**src/rtl/alg2_pkg.sv**
```systemverilog
// Shared definitions for the board-level arithmetic blocks (multiplier and
// divider): default operand widths and the divider sequencing states.
package alg2_pkg;

  // Default operand widths, shared with the shift-add multiplier top.
  localparam int ALG2_WIDTH_N = 16;
  localparam int ALG2_WIDTH_D = 8;

  // Sequencing states of the restoring divider.
  typedef enum logic [1:0] {
    IDLE = 2'd0,
    RUN  = 2'd1,
    DONE = 2'd2
  } div_state_t;

endpackage : alg2_pkg

```
**src/rtl/seq_divider_if.sv**
```systemverilog
// Operand/result handshake of the sequential divider. The master side
// issues start with operands; the slave side (the divider) returns status
// and results.
interface seq_divider_if
  import alg2_pkg::*;
#(
  parameter int WIDTH_N = ALG2_WIDTH_N,
  parameter int WIDTH_D = ALG2_WIDTH_D
);

  logic               start;
  logic [WIDTH_N-1:0] dividend;
  logic [WIDTH_D-1:0] divisor;
  logic               busy;
  logic               done;
  logic [WIDTH_N-1:0] quotient;
  logic [WIDTH_D-1:0] remainder;
  logic               div_by_zero;

  modport master (
    output start, dividend, divisor,
    input  busy, done, quotient, remainder, div_by_zero
  );

  modport slave (
    input  start, dividend, divisor,
    output busy, done, quotient, remainder, div_by_zero
  );

endinterface : seq_divider_if

```
**src/rtl/seq_divider_div_step.sv**
```systemverilog
// One restoring-division iteration: shift the next dividend bit into the
// partial remainder, trial-subtract the divisor and emit the quotient bit.
module div_step #(
  parameter int WIDTH_D = 8
) (
  input  logic [WIDTH_D:0]   r_in,
  input  logic               q_msb,
  input  logic [WIDTH_D-1:0] d,
  output logic [WIDTH_D:0]   r_out,
  output logic               q_bit
);

  logic [WIDTH_D+1:0] r_shift_s;
  logic [WIDTH_D:0]   r_diff_s;
  logic               r_ge_s;

  // Shift, compare and conditionally subtract. The partial remainder is
  // always below the divisor, so the widened top bit stays zero and the
  // low WIDTH_D+1 bits of the shifted value are the true trial remainder.
  always_comb begin
    r_shift_s = {r_in, q_msb};
    r_ge_s    = (r_shift_s >= {2'b00, d});
    r_diff_s  = r_shift_s[WIDTH_D:0] - {1'b0, d};
    if (r_ge_s) begin
      r_out = r_diff_s;
      q_bit = 1'b1;
    end else begin
      r_out = r_shift_s[WIDTH_D:0];
      q_bit = 1'b0;
    end
  end

endmodule : div_step

```
**src/rtl/seq_divider.sv**
```systemverilog
// Sequential restoring divider: WIDTH_N-bit dividend by WIDTH_D-bit divisor,
// one quotient bit per clock. Divide-by-zero completes in a single cycle
// with an all-ones quotient and the dividend's low bits as remainder.
module seq_divider
  import alg2_pkg::*;
#(
  parameter int WIDTH_N = ALG2_WIDTH_N,
  parameter int WIDTH_D = ALG2_WIDTH_D
) (
  input  logic          clk,
  input  logic          reset,
  seq_divider_if.slave  bus
);

  localparam int CNT_W = $clog2(WIDTH_N + 1);
  localparam logic [CNT_W-1:0] CNT_ONE   = CNT_W'(1);
  localparam logic [CNT_W-1:0] CNT_LAST  = CNT_W'(WIDTH_N - 1);

  div_state_t          state_r, state_next_s;
  logic [WIDTH_N-1:0]  q_r, q_next_s;
  logic [WIDTH_D-1:0]  d_r, d_next_s;
  logic [WIDTH_D:0]    r_r, r_next_s;
  logic [CNT_W-1:0]    cnt_r, cnt_next_s;
  logic [WIDTH_N-1:0]  quo_r, quo_next_s;
  logic [WIDTH_D-1:0]  rem_r, rem_next_s;
  logic                dbz_r, dbz_next_s;
  logic                busy_r, done_r;

  logic [WIDTH_D:0]    step_r_s;
  logic                step_qbit_s;

  div_step #(.WIDTH_D(WIDTH_D)) u_step (
    .r_in  (r_r),
    .q_msb (q_r[WIDTH_N-1]),
    .d     (d_r),
    .r_out (step_r_s),
    .q_bit (step_qbit_s)
  );

  // Next-state and datapath update; everything holds unless a rule below
  // fires, so results only move on a completion.
  always_comb begin
    state_next_s = state_r;
    q_next_s     = q_r;
    d_next_s     = d_r;
    r_next_s     = r_r;
    cnt_next_s   = cnt_r;
    quo_next_s   = quo_r;
    rem_next_s   = rem_r;
    dbz_next_s   = dbz_r;
    case (state_r)
      IDLE, DONE: begin
        if (bus.start) begin
          if (bus.divisor != '0) begin
            q_next_s     = bus.dividend;
            d_next_s     = bus.divisor;
            r_next_s     = '0;
            cnt_next_s   = '0;
            state_next_s = RUN;
          end else begin
            quo_next_s   = '1;
            rem_next_s   = bus.dividend[WIDTH_D-1:0];
            dbz_next_s   = 1'b1;
            state_next_s = DONE;
          end
        end else begin
          state_next_s = IDLE;
        end
      end
      RUN: begin
        q_next_s   = {q_r[WIDTH_N-2:0], step_qbit_s};
        r_next_s   = step_r_s;
        cnt_next_s = cnt_r + CNT_ONE;
        if (cnt_r == CNT_LAST) begin
          quo_next_s   = {q_r[WIDTH_N-2:0], step_qbit_s};
          rem_next_s   = step_r_s[WIDTH_D-1:0];
          dbz_next_s   = 1'b0;
          state_next_s = DONE;
        end else begin
          state_next_s = RUN;
        end
      end
      default: begin
        state_next_s = IDLE;
      end
    endcase
  end

  // State, datapath and registered status/result outputs.
  always_ff @(posedge clk) begin
    if (reset) begin
      state_r <= IDLE;
      q_r     <= '0;
      d_r     <= '0;
      r_r     <= '0;
      cnt_r   <= '0;
      quo_r   <= '0;
      rem_r   <= '0;
      dbz_r   <= 1'b0;
      busy_r  <= 1'b0;
      done_r  <= 1'b0;
    end else begin
      state_r <= state_next_s;
      q_r     <= q_next_s;
      d_r     <= d_next_s;
      r_r     <= r_next_s;
      cnt_r   <= cnt_next_s;
      quo_r   <= quo_next_s;
      rem_r   <= rem_next_s;
      dbz_r   <= dbz_next_s;
      busy_r  <= (state_next_s == RUN);
      done_r  <= (state_next_s == DONE);
    end
  end

  assign bus.busy        = busy_r;
  assign bus.done        = done_r;
  assign bus.quotient    = quo_r;
  assign bus.remainder   = rem_r;
  assign bus.div_by_zero = dbz_r;

endmodule : seq_divider

```
**src/flat_wrapper.sv**
```systemverilog
// flat-port wrapper written by rule: the top's interface ports become plain ports
module seq_divider_flat import alg2_pkg::*;
#(
  parameter int WIDTH_N = ALG2_WIDTH_N,
  parameter int WIDTH_D = ALG2_WIDTH_D
)
  (clk, reset, bus_start, bus_dividend, bus_divisor, bus_busy, bus_done, bus_quotient, bus_remainder, bus_div_by_zero);
  seq_divider_if #(.WIDTH_N(WIDTH_N), .WIDTH_D(WIDTH_D)) bus_i ();
  input  logic clk;
  input  logic reset;
  input wire logic [$bits(bus_i.start)-1:0] bus_start;
  input wire logic [$bits(bus_i.dividend)-1:0] bus_dividend;
  input wire logic [$bits(bus_i.divisor)-1:0] bus_divisor;
  output wire logic [$bits(bus_i.busy)-1:0] bus_busy;
  output wire logic [$bits(bus_i.done)-1:0] bus_done;
  output wire logic [$bits(bus_i.quotient)-1:0] bus_quotient;
  output wire logic [$bits(bus_i.remainder)-1:0] bus_remainder;
  output wire logic [$bits(bus_i.div_by_zero)-1:0] bus_div_by_zero;
  assign bus_i.start = bus_start;
  assign bus_i.dividend = bus_dividend;
  assign bus_i.divisor = bus_divisor;
  assign bus_busy = bus_i.busy;
  assign bus_done = bus_i.done;
  assign bus_quotient = bus_i.quotient;
  assign bus_remainder = bus_i.remainder;
  assign bus_div_by_zero = bus_i.div_by_zero;
  seq_divider #(.WIDTH_N(WIDTH_N), .WIDTH_D(WIDTH_D)) u_core (.clk(clk), .reset(reset), .bus(bus_i));
endmodule
```
**config.mk**
```make
export PLATFORM = sky130hd
export DESIGN_NAME = seq_divider_flat
export DESIGN_NICKNAME = d
export VERILOG_FILES = /design/src/rtl/alg2_pkg.sv /design/src/rtl/seq_divider_if.sv /design/src/rtl/seq_divider_div_step.sv /design/src/rtl/seq_divider.sv /design/src/flat_wrapper.sv
export SDC_FILE = /design/constraint.sdc
export NUM_CORES = 1
export LEC_CHECK = 0
export CAP_MARGIN = 20
export CORE_ASPECT_RATIO = 1.2
export CORE_MARGIN = 3
export CORE_UTILIZATION = 53
export CTS_CLUSTER_DIAMETER = 60
export DETAILED_ROUTE_END_ITERATION = 10
export GPL_ROUTABILITY_DRIVEN = 0
export PLACE_DENSITY = 0.79
export SYNTH_ARGS = -nofsm -noshare
export SYNTH_HDL_FRONTEND = slang
export SYNTH_HIERARCHICAL = 1
export SYNTH_SLANG_ARGS = --single-unit
```
**constraint.sdc**
```tcl
create_clock -name clk -period 2.8 [get_ports clk]
set_clock_uncertainty 0.1 [all_clocks]
set_input_delay 0.56 -clock clk [delete_from_list [all_inputs] [get_ports clk]]
set_output_delay 0.56 -clock clk [all_outputs]
set_load 0.01 [all_outputs]
```
**Word level (Yosys, flattened, before mapping)**

Index checks and enable logic that the tools add are counted.

- Flip-flop bits (word level): 67
- Bits of input ports: 27
- Output and inout bits: 27
- Word-level logic and storage cells: 56

- Add/sub/neg operators: 2
- Magnitude comparators: 1
- Eq/ne operators: 9
- Muxes and demuxes: 27
- Reductions and logical operators: 7

Operator list:

| operator | number |
|---|---|
| $mux W16 | 5 |
| $pmux W16 S2 | 2 |
| $mux W9 | 3 |
| $mux W8 | 3 |
| $pmux W9 S2 | 1 |
| $pmux W8 S2 | 1 |
| $ge A10 B8 Y1 | 1 |
| $mux W5 | 2 |
| $pmux W5 S2 | 1 |
| $sub A9 B8 Y9 | 1 |
| $reduce_bool A8 Y1 | 1 |
| $mux W2 | 3 |
| $reduce_and A3 Y1 | 2 |
| $add A5 B1 Y5 const B | 1 |
| $eq A5 B4 Y1 const B | 1 |
| $eq A2 B1 Y1 const B | 2 |
| $eq A2 B2 Y1 const B | 2 |
| $mux W1 | 4 |
| $ne A2 B1 Y1 const B | 2 |
| $ne A2 B2 Y1 const B | 2 |
| $pmux W2 S2 | 1 |
| $reduce_and A4 Y1 | 1 |
| $logic_not A2 Y1 | 1 |
| $pmux W1 S2 | 1 |
| 2 further kinds | 2 |

**Depth between registers and ports, before layout**

- Word-level depth: 5
- Mapped depth: 13
- Depth with buffers taken out: 12

**By module**

Netlist, hierarchy kept.

By module, submodules not included:

| module | instances | cells an instance | area each (µm²) | seq. area each (µm²) |
|---|---|---|---|---|
| seq_divider | 1 | 309 | 2797.7 | 1341.3 |
| div_step | 1 | 75 | 523.0 | 0.0 |

**Worst setup path before layout**

No wires, ideal clock.

- Path type: register to register
- Start point: reg u_core.q_r[15]
- End point: reg u_core.rem_r[1], in the netlist u_core/bus.remainder[1]
- Library setup time: 135 ps
- Data arrival time: 2182 ps
- Required time: 2565 ps
- Slack: 383 ps
- Stages on the path, launching flop included: 12
- Buffers on the path: 0
- Period minus slack after synthesis: 2417 ps
- Cells stage by stage: dfxtp_1 inv_1 ha_1 inv_1 fa_1 nand3_1 a21oi_1 nor4b_4 mux2_2 and2_1 a21oi_1 a211oi_1

- Word-level cells in the longest chain between the ends: 4
- Elaborated cells on any way between the ends: 5
- Those cells by class: add/sub: 1; order compare: 1; mux: 3

Ends and longest elaborated chain:

| item | line | RTL |
|---|---|---|
| from (decl) | seq_divider.sv:20 | `logic [WIDTH_N-1:0] q_r, q_next_s;` |
| from (signal assigned) | seq_divider.sv:104 | `q_r <= q_next_s;` |
| $sub A9 B8 Y9 or $ge A10 B8 Y1 (tied branches) | seq_divider_div_step.sv:23, seq_divider_div_step.sv:22 |  |
| $mux W9 (*) | seq_divider_div_step.sv:24 | `if (r_ge_s) begin` |
| named net u_core.step_r_s[1] | seq_divider.sv:29 | `logic [WIDTH_D:0] step_r_s;` |
| $mux W8 (*) | seq_divider.sv:74 | `if (cnt_r == CNT_LAST) begin` |
| $pmux W8 S2 (*) | seq_divider.sv:51 | `case (state_r)` |
| to (signal assigned) | seq_divider.sv:109 | `rem_r <= rem_next_s;` |
| to (decl) | seq_divider.sv:25 | `logic [WIDTH_D-1:0] rem_r, rem_next_s;` |

The timed path passes the listed nets; every way through them passes the cells marked *. The select of a mux whose other input is x is not followed.
A chain may end at the register's enable or synchronous reset.

**Worst setup path after layout**

- Start point: reg u_core.q_r[15]
- End point: reg u_core.rem_r[2], in the netlist u_core/bus.remainder[2]

Same word-level chain as after synthesis.

==> impl_metrics.xml <==
<?xml version="1.0" encoding="UTF-8"?>
<metrics>
  <group name="final_layout">
    <metric name="final_net_count" unit="">467</metric>
    <metric name="antenna-diode-count" unit="">0</metric>
    <metric name="area_growth_syn_to_layout" unit="%">24.94</metric>
    <metric name="fraction_of_final_layout_cells_with_drive_strength_greater_than_1" unit="%">11.98</metric>
  </group>
  <group name="route">
    <metric name="drc_errors" unit="">0</metric>
    <metric name="detail_route.wirelength" unit="um">8028</metric>
    <metric name="viasPerCell" unit="">5.807</metric>
    <metric name="postRouteAntennaNets" unit="">0</metric>
    <metric name="routed_wire_length_per_instance" unit="um">15.62</metric>
    <metric name="vias" unit="">2985</metric>
    <metric name="drtPass1Iterations" unit="">4</metric>
    <metric name="drt-initial-drc-count" unit="">208</metric>
  </group>
  <group name="worst_setup_path">
    <metric name="critical-path-slowest-cell" unit="">sky130_fd_sc_hd__fa_2</metric>
    <metric name="cp_num_buf_inv" unit="">3</metric>
    <metric name="regToRegSetupSlack" unit="ps">210</metric>
    <metric name="crit_path_cell_trace" unit="">inv_1, ha_1, inv_1, fa_2, nand3_2, a21oi_1, nor4b_4, buf_4, nand2_1, o21ai_0, and2_1, a21oi_1, a211oi_1</metric>
    <metric name="setup.worst_path.end_class" unit="">register</metric>
    <metric name="critical-path-top-delay-family" unit="">simple AND/OR/NAND/NOR gates</metric>
    <metric name="crit_required" unit="ps">2950</metric>
    <metric name="criticalPathCategory" unit="">reg2reg</metric>
    <metric name="critical_path.max_fanout" unit="">4</metric>
    <metric name="cp-start-kind" unit="">register</metric>
    <metric name="data_arrival_at_the_endpoint_of_the_critical_path" unit="ps">2740</metric>
    <metric name="critical_path.max_stage_delay" unit="ps">370</metric>
  </group>
  <group name="power_and_ir_drop">
    <metric name="pwr_density_cell" unit="nW/um2">691.2</metric>
    <metric name="totalPowerFinal" unit="W">0.002868</metric>
    <metric name="leakagePower" unit="nW">1.483</metric>
    <metric name="worst_ir_drop_vdd" unit="mV">0.3893</metric>
  </group>
  <group name="run">
    <metric name="timing.max_cap.violations" unit="">0</metric>
  </group>
  <group name="timing">
    <metric name="timing.final.setup_violations" unit="">0</metric>
    <metric name="worst_slew_pin_slew" unit="ps">939.4</metric>
    <metric name="fin_crit" unit="ps">2592</metric>
    <metric name="max_freq" unit="MHz">385.8</metric>
    <metric name="slew_headroom" unit="%">37.37</metric>
    <metric name="slew_violations" unit="">0</metric>
    <metric name="timing.final.crit_share" unit="%">92.56</metric>
    <metric name="report.final.hold_viol_count" unit="">0</metric>
    <metric name="postLayoutSetupSlackWorst" unit="ps">208.2</metric>
    <metric name="grt_setup_unrepaired" unit="">no</metric>
    <metric name="summed_negative_setup_slack_over_all_endpoints" unit="ps">0</metric>
  </group>
  <group name="logic_synthesis">
    <metric name="syn_nets" unit="">422</metric>
    <metric name="synth_area_leader_cell" unit="">sky130_fd_sc_hd__dfxtp_1</metric>
    <metric name="synth_sequential_area_ratio" unit="%">40.39</metric>
    <metric name="share_of_yosys_cell_area_claimed_by_the_top_area_cell_type" unit="%">40.39</metric>
    <metric name="netlist_top_cells_area" unit="">sky130_fd_sc_hd__dfxtp_1, sky130_fd_sc_hd__a21oi_1, sky130_fd_sc_hd__nand2_1</metric>
    <metric name="ys_types" unit="">47</metric>
    <metric name="synth-seq-cells" unit="">67</metric>
    <metric name="synth_cells" unit="">384</metric>
    <metric name="syn_avg_cell_area" unit="um2">8.648</metric>
    <metric name="synth_area" unit="um2">3321</metric>
    <metric name="synth-warning-count" unit="">6</metric>
  </group>
  <group name="global_route">
    <metric name="wire_length_of_the_first_global_routing_pass" unit="um">13230</metric>
    <metric name="first_global_vias" unit="">2800</metric>
    <metric name="gr-usage-all-layers" unit="%">22.78</metric>
    <metric name="grt_start_max_net_pins" unit="">35</metric>
    <metric name="aggregate_global_routing_overflow" unit="">0</metric>
    <metric name="antenna_found_initial" unit="">0</metric>
  </group>
  <group name="cts">
    <metric name="cts.hold.buffers_added" unit="">0</metric>
    <metric name="cts_sinks" unit="">67</metric>
    <metric name="cts_inserted_buffers" unit="">9</metric>
    <metric name="clkSlewWorstSetupHoldPaths" unit="ps">70</metric>
    <metric name="cts.path.max_buffers" unit="">2</metric>
    <metric name="root_driver" unit="">sky130_fd_sc_hd__clkbuf_8</metric>
    <metric name="clk_latency" unit="ps">340</metric>
    <metric name="cts_tree" unit="">done</metric>
    <metric name="cts_htree_levels" unit="">3</metric>
  </group>
  <group name="floorplanning">
    <metric name="fp-row-count" unit="">30</metric>
    <metric name="dieHeight" unit="um">92.71</metric>
    <metric name="die_area" unit="um2">7255</metric>
    <metric name="start_util" unit="%">56.71</metric>
    <metric name="die_width" unit="um">78.26</metric>
    <metric name="core_region_area" unit="um2">5856</metric>
    <metric name="design.portCount" unit="">54</metric>
  </group>
  <group name="min_path">
    <metric name="hp-class" unit="">reg2reg</metric>
  </group>
  <group name="status">
    <metric name="status" unit="">finished clean</metric>
  </group>
  <group name="placed_design">
    <metric name="pre_cts_ws" unit="ps">156.5</metric>
    <metric name="detailedPlacementHpwl" unit="um">5532</metric>
    <metric name="io_buffers" unit="">53</metric>
  </group>
</metrics>
## layout make-up
type / count / area, um2
Inverter: 28 / 105.1
Clock inverter: 7 / 116.4
Sequential cell: 67 / 1341
Tap cell: 80 / 100.1
Multi-Input combinational cell: 259 / 1700
Fill cell: 481 / 1707
Clock buffer: 9 / 123.9
Timing Repair Buffer: 64 / 661.9
## worst min-delay path, stage by stage (launching register included)
cell	delay [ps]
sky130_fd_sc_hd__dfxtp_1	310
sky130_fd_sc_hd__nand2_1	50
sky130_fd_sc_hd__a21oi_1	50
## state kept, by name, summed over array words and instances (netlist names), 2 cells and up
signal / cells
u_core/bus.quotient: 16
u_core/q_r: 16
u_core/r_r: 9
u_core/bus.remainder: 8
u_core/d_r: 8
u_core/cnt_r: 5
u_core/state_r: 2
## cells in the final DEF, fill, tap and decap left out, drive strengths merged, types with 3 or more instances in the layout
master / netlist / layout
nand3: 5 / 5
and2: 8 / 8
a211oi: 8 / 8
clkdlybuf4s50: 0 / 52
a21oi: 72 / 72
inv: 28 / 28
nand2b: 5 / 5
ha: 10 / 10
clkbuf: 11 / 9
clkinv: 0 / 3
buf: 19 / 12
nor2b: 4 / 4
bufinv: 0 / 3
a21boi: 3 / 3
o21ai: 7 / 7
nor2: 17 / 17
nand2: 45 / 45
a311oi: 17 / 17
dfxtp: 67 / 67
a221oi: 18 / 18
a31oi: 9 / 9
nor3: 4 / 4
## per-layer routing
layer  GRT usage, %  routed length (um)
met1          26.91                3423
met2          40.29                4020
met3          5.058                 462
met4          8.017                 121
met5              0                   0
## report_power, final
group	switching (W)	leakage (nW)	total (W)	internal [W]
Sequential	0.0000502	0.549	0.00108	0.00103
Combinational	0.000442	0.815	0.000822	0.000380
Clock	0.000375	0.119	0.000965	0.000589
## stage by stage
| step | cell area (um2) | util [%] | std cells | hold slack, ps |
|---|---|---|---|---|
| 6_report | 4149 | 70.85 | 514 | 358.2 |
| 5_1_grt | 4149 | 70.85 | 514 | 383.3 |
| 4_1_cts | 4138 | 70.66 | 514 | 359.7 |
| 3_5_place_dp | 3897 | 66.56 | 498 | 349.4 |
| 3_3_place_gp | 3897 | 66.56 | 498 | 345.7 |
| 2_1_floorplan | 3321 | - | 384 | 336.3 |
## cell families after synthesis
group                    share of synthesized area [%]
AO/OA/AOI/OAI                                    29.46
AND/OR/NAND/NOR                                  15.18
flip-flops                                       40.39
buffers and inverters                            8.854
adder cells (fa/ha/maj)                          4.371
XOR/XNOR                                        0.7914
multiplexers                                    0.9420
## cell usage after synthesis (all sizes together)
library cell,number
a21oi,72
dfxtp,67
nand2,45
inv,28
buf,19
a221oi,18
a311oi,17
nor2,17
clkbuf,11
ha,10
a31oi,9
a211oi,8
and2,8
o21ai,7
nand2b,5
nand3,5
nor2b,4
nor3,4
a21boi,3
a21o,2
mux2i,2
nand4,2
nand4b,2
nor4,2
o21a,2
o31ai,2
xor2,2
a21bo,1
a41oi,1
and3,1
fa,1
mux2,1
nand3b,1
nor3b,1
nor4b,1
o211ai,1
o21bai,1
xnor2,1
## final timing paths
| check | startpoint | end | cells past startpoint |
|---|---|---|---|
| worst max-delay path | u_core/q_r[15] | u_core/bus.remainder[2] | 13 |
| worst min-delay path | u_core/d_r[2] | u_core/d_r[2] | 2 |
| worst max register to register | u_core/q_r[15] | u_core/bus.remainder[2] | 13 |
| worst min register to register | u_core/d_r[2] | u_core/d_r[2] | 2 |
## what timing repair did
action                                  4_1_cts  5_1_grt
gates resized for setup                       0        3
endpoints found under the setup margin        0        8
endpoints found under the hold margin         0        0
buffers inserted                              0        0
No activity file was read; power rests on OpenSTA's default activity.
==> RTL edit 1, RTL diff (config.mk and constraints unchanged) <==
Take the reset off `q_r` and load it in a clocked block of its own.
--- a/src/rtl/seq_divider.sv
+++ b/src/rtl/seq_divider.sv
@@ -91,5 +91,4 @@
     if (reset) begin
       state_r <= IDLE;
-      q_r     <= '0;
       d_r     <= '0;
       r_r     <= '0;
@@ -102,5 +101,4 @@
     end else begin
       state_r <= state_next_s;
-      q_r     <= q_next_s;
       d_r     <= d_next_s;
       r_r     <= r_next_s;
@@ -114,4 +112,8 @@
   end
 
+  always_ff @(posedge clk) begin
+    q_r <= q_next_s;
+  end
+
   assign bus.busy        = busy_r;
   assign bus.done        = done_r;
Formal check against the unedited RTL: no difference found for any inputs over 10 cycles, from zero or initial values and one cycle with reset high; that may be too few to reach the edited logic, so the function may still have changed.
==> RTL edit 1 against the original RTL <==
- sequential share of layout area is 6.8 points higher
- critical path depth down 2
- sequential cell count is the same
- synthesized area down 8.6%
- setup slack improved by 4.2 ps
- routed wire length is 16% lower
- design area shrank 7.4%
- via count decreased by 13%
- non-clock buffer count grew 1
- total power down 14%
- count of clock-buffer cells in the layout rose by 1
- critical path type unchanged
- largest cell class is now registers
- largest power group unchanged
==> RTL edit 1: results (changes against the original RTL) <==
power:
  leakage_nw: 1.51  # was 1.48 nW
  max-vdd-ir-drop_mv: 0.391  # was 0.389 mV
synthesis:
  synth-edff-count: 16  # was 0
  syn-num-nets: 368  # was 422
  synthTopCellsByCount: "nand2_1 (95), dfxtp_1 (51), a21oi_1 (19)"  # was dfxtp_1 (67), a21oi_1 (61), nand2_1 (45)
  yosysUniqueCellTypes: 50  # was 47
  synthTopCellsByArea: "dfxtp_1 (34%), edfxtp_1 (16%), nand2_1 (12%)"  # was dfxtp_1 (40%), a21oi_1 (9.2%), nand2_1 (5.1%)
  ys_warn_count: 6  # unchanged
  seq_area_frac_synth_pct: 49.5  # was 40.4%
  netlist.area_leader.share_pct: 33.6  # was 40.4%
worst_setup_path:
  critical_path_arrival_ps: 2750  # was 2740 ps
  critPathMaxStageDelay_ps: 400  # was 370 ps
  crit_slowest_cell: "fa_1"  # was fa_2
  reg2reg_depth: 11  # was 13
  r2r_end: "u_core/bus.remainder[7]$_SDFFE_PP0P_"  # was u_core/bus.remainder[2]$_SDFFE_PP0P_
  reg2reg_slack_ps: 210
  crit_start: "u_core/q_r[15]$_DFFE_PP_"  # was u_core/q_r[15]$_SDFFE_PP0P_
global_route:
  grt_pass1_vias: 2491  # was 2800
  grt_pass1_wl_microns: 10900  # was 13200 microns
  grt_usage_pct: 21.8  # was 22.8%
  grt_max_degree: 38  # was 35
sta:
  worstMarginPinSlew_ps: 377  # was 939 ps
finish:
  nets: 424  # was 467
  fill_cells: 424  # was 481
  diodes: 0  # unchanged
  drive_gt1_share_pct: 12.3  # was 12.0%
clock_network:
  cts-root-buf: "clkbuf_8"  # unchanged
routing:
  wire_per_inst_microns: 14.9  # was 15.6 microns
  initialDrtViolationCount: 168  # was 208
  drt-vias-per-instance: 5.71  # was 5.81
status:
  status: "finished, final reports clean"  # unchanged
place:
  hpwlAfterDp_microns: 4650  # was 5530 microns
-- RTL edit 1: layer usage --
| layer | up-vias | track usage [%] | share of wire (%) |
|---|---|---|---|
| met5 | - | 0 | 0 |
| met1 | 1205 | 24.8 | 43 |
| met3 | 15 | 3.75 | 4.3 |
| li1 | 1287 | - | - |
| met2 | 78 | 37.2 | 51 |
| met4 | 0 | 13.3 | 2.6 |
-- RTL edit 1: how the worst min path moves through the flow --
stage                                     from                          to  slack (ps)  cells after the start
floorplan           u_core/d_r[1]$_SDFFE_PP0P_  u_core/d_r[1]$_SDFFE_PP0P_         340                      2
global placement    u_core/d_r[1]$_SDFFE_PP0P_  u_core/d_r[1]$_SDFFE_PP0P_         350                      2
detailed placement  u_core/d_r[7]$_SDFFE_PP0P_  u_core/d_r[7]$_SDFFE_PP0P_         350                      2
CTS                 u_core/d_r[7]$_SDFFE_PP0P_  u_core/d_r[7]$_SDFFE_PP0P_         360                      2
global route        u_core/d_r[4]$_SDFFE_PP0P_  u_core/d_r[4]$_SDFFE_PP0P_         390                      2
finish              u_core/d_r[2]$_SDFFE_PP0P_  u_core/d_r[2]$_SDFFE_PP0P_         360                      2
-- RTL edit 1: area by class of cell --
type	count	area, sq um	share of cell area (%)
tap	62	77.6	2.02
timing repair buffer	65	633	16.5
multi-input combinational	229	1390	36.3
clock inverter	6	56.3	1.47
clock buffer	10	128	3.32
inverter	14	52.6	1.37
sequential	67	1500	39.1
-- RTL edit 1: report_power, final --
| part | internal, W | switching, W | total [W] | leakage [nW] |
|---|---|---|---|---|
| sequential | 0.00106 | 0.0000428 | 0.00110 | 0.573 |
| clock | 0.000404 | 0.000348 | 0.000751 | 0.0951 |
| combinational | 0.000274 | 0.000343 | 0.000617 | 0.843 |
-- RTL edit 1: cell families after synthesis --
logic type      share of synthesized area [%]
fa+ha+maj                                4.78
xor+xnor                                0.866
compound gates                           20.0
mux                                      1.03
flops                                    49.5
simple gates                             19.1
buf+inv                                  4.70
-- RTL edit 1: per-stage QoR --
| step | instance area [sq um] | setup slack, ps | std cells | utilization, % |
|---|---|---|---|---|
| 2_1_floorplan | 3030 | 425 | 330 | - |
| 3_3_place_gp | 3660 | 275 | 437 | 67.6 |
| 3_5_place_dp | 3660 | 212 | 437 | 67.6 |
| 4_1_cts | 3840 | 215 | 453 | 71.0 |
| 5_1_grt | 3840 | 29.0 | 453 | 71.0 |
| 6_report | 3840 | 212 | 453 | 71.0 |
-- RTL edit 1: worst register-to-register path, cell delays in order (launching register included) --
cell and delay [ps]:
edfxtp_1 360, inv_1 90, ha_1 160, inv_1 60
fa_1 400, nand3_1 150, a21oi_1 130, nor4b_4 390
inv_1 190, a41oi_1 200, nand2_1 120, a31oi_1 180
==> RTL edit 2, RTL diff (same flow settings) <==
Made on the original files. `ALG2_WIDTH_N`: 16 -> 8.
--- a/src/rtl/alg2_pkg.sv
+++ b/src/rtl/alg2_pkg.sv
@@ -4,5 +4,5 @@
 
   // Default operand widths, shared with the shift-add multiplier top.
-  localparam int ALG2_WIDTH_N = 16;
+  localparam int ALG2_WIDTH_N = 8;
   localparam int ALG2_WIDTH_D = 8;
 
Ports: changed (resized bus_dividend and bus_quotient); port bits go from 54 to 38. No check against the original RTL was run, so the function may have changed too.
==> RTL edit 2 against the original RTL <==
- worst hold slack barely moved
- total power fell by 26%
- design area fell by 25%
- routed wire length fell by 23%
- synthesized cell count fell by 18%
- setup slack improved by 31 ps
- sequential cell count fell by 17
- synthesized area fell by 22%
- non-clock buffer count fell by 19
- global-route usage fell by 0.56 points
- maximum frequency rose by 1.2%
- critical path type unchanged
- critical endpoint is now u_core/bus.remainder[7]$_SDFFE_PP0P_
- largest cell class unchanged
==> RTL edit 2: results (changes against the original RTL) <==
synthesis:
  synthTopCellsByCount: "dfxtp_1 (50), a21oi_1 (48), nand2_1 (46)"  # was dfxtp_1 (67), a21oi_1 (61), nand2_1 (45)
  seq_area_frac_synth_pct: 38.7  # was 40.4%
  synthTopCellsByArea: "dfxtp_1 (39%), a21oi_1 (9.3%), nand2_1 (6.7%)"  # was dfxtp_1 (40%), a21oi_1 (9.2%), nand2_1 (5.1%)
  syn-num-nets: 343  # was 422
  yosysUniqueCellTypes: 50  # was 47
finish:
  diodes: 0  # unchanged
  fill_cells: 417  # was 481
  nets: 375  # was 467
  drive_gt1_share_pct: 8.07  # was 12.0%
clock_network:
  cts-root-buf: "clkbuf_8"  # unchanged
  htreeDepth: 2  # was 3
  clk_path_buf_depth: 2  # unchanged
  cts-resized-gates: 0  # unchanged
  clk_pin_slew_ps: 90  # was 70 ps
  worstSkewPairLatency_ps: 310  # was 340 ps
  cts_buffers: 5  # was 9
power:
  leakage_nw: 1.16  # was 1.48 nW
  p_int_w: 0.00145  # was 0.00200 W
  max-vdd-ir-drop_mv: 0.362  # was 0.389 mV
  pg_comb_w: 0.000676  # was 0.000822 W
  pg_clk_w: 0.000620  # was 0.000965 W
place:
  numPortBuffers: 37  # was 53
  hpwlAfterDp_microns: 4280  # was 5530 microns
global_route:
  grt_max_degree: 51  # was 35
  grt_usage_pct: 22.2  # was 22.8%
  grt_pass1_wl_microns: 10400  # was 13200 microns
  grt_pass1_vias: 2227  # was 2800
worst_setup_path:
  crit_start: "u_core/q_r[7]$_SDFFE_PP0P_"  # was u_core/q_r[15]$_SDFFE_PP0P_
  reg2reg_depth: 12  # was 13
  reg2reg_slack_ps: 240  # was 210 ps
  crit_end: "u_core/bus.remainder[7]$_SDFFE_PP0P_"  # was u_core/bus.remainder[2]$_SDFFE_PP0P_
  critical_path_arrival_ps: 2670  # was 2740 ps
  cp_max_fo: 8  # was 4
status:
  status: "finished, final reports clean"  # unchanged
routing:
  dr_total_vias: 2327  # was 2985
  drt-total-wl_microns: 6160  # was 8030 microns
  initialDrtViolationCount: 126  # was 208
sta:
  holdWs_ps: 359  # was 358 ps
  relSlewSlack_pct: 66.7  # was 37.4%
worst_hold_path:
  hold_path.startpoint: "u_core/d_r[7]$_SDFFE_PP0P_"  # was u_core/d_r[2]$_SDFFE_PP0P_
  hold_end: "u_core/d_r[7]$_SDFFE_PP0P_"  # was u_core/d_r[2]$_SDFFE_PP0P_
RTL edit 2: cell count changes after synthesis, sizes merged, moves of 6 or more:
cell,delta
and2,-8
a221oi,-16
nor3,+24
inv,-17
nor4,+8
a31oi,-9
a21oi,-23
a311oi,-8
a211oi,-8
nor2,+6
buf,-8
dfxtp,-17
nand3,+8
RTL edit 2: logic make-up after synthesis:
logic type                 share of synthesized area (%)
DFF                                                 38.7
xor gates and xnor gates                            1.02
buffers and inverters                               7.07
AOI/OAI and AO/OA                                   18.9
and+or+nand+nor                                     27.9
muxes                                               1.21
adders and majority gates                           5.13
RTL edit 2: worst max-delay path, cell delays in order (launching register included):
cell	delay [ps]
dfxtp_1	320
inv_1	80
ha_1	170
inv_1	60
fa_1	400
nand3_1	140
a21oi_1	120
nor4b_4	260
buf_4	200
inv_1	80
a41oi_1	170
nand2_1	100
a311oi_1	280
RTL edit 2: final cells by class:
cell class,instances,share of cell area [%]
Clock buffer,6,2.66
Clock inverter,2,1.94
Inverter,11,1.33
Multi-Input combinational cell,233,45.2
Sequential cell,50,32.3
Tap cell,58,2.34
Timing Repair Buffer,45,14.3
RTL edit 2: through the flow:
step / power, W / cells / setup WS, ps / area [sq um]
4_1_cts: 0.00209 / 404 / 43.8 / 3090
6_report: 0.00211 / 405 / 239 / 3100
2_1_floorplan: 0.00131 / 314 / 467 / 2580
3_5_place_dp: 0.00147 / 396 / 40.5 / 2950
3_3_place_gp: 0.00145 / 396 / 222 / 2950
5_1_grt: 0.00222 / 405 / 58.4 / 3100
RTL edit 2: metal layers:
layer  track usage [%]  up-vias  share of wire [%]  routed length, microns
met3              4.72       11                3.2                     200
met5                 0        -                  0                       0
li1                  -     1183                  -                       -
met4              6.70        0                1.6                     101
met1              27.0     1089                 45                    2770
met2              39.9       44                 50                    3080
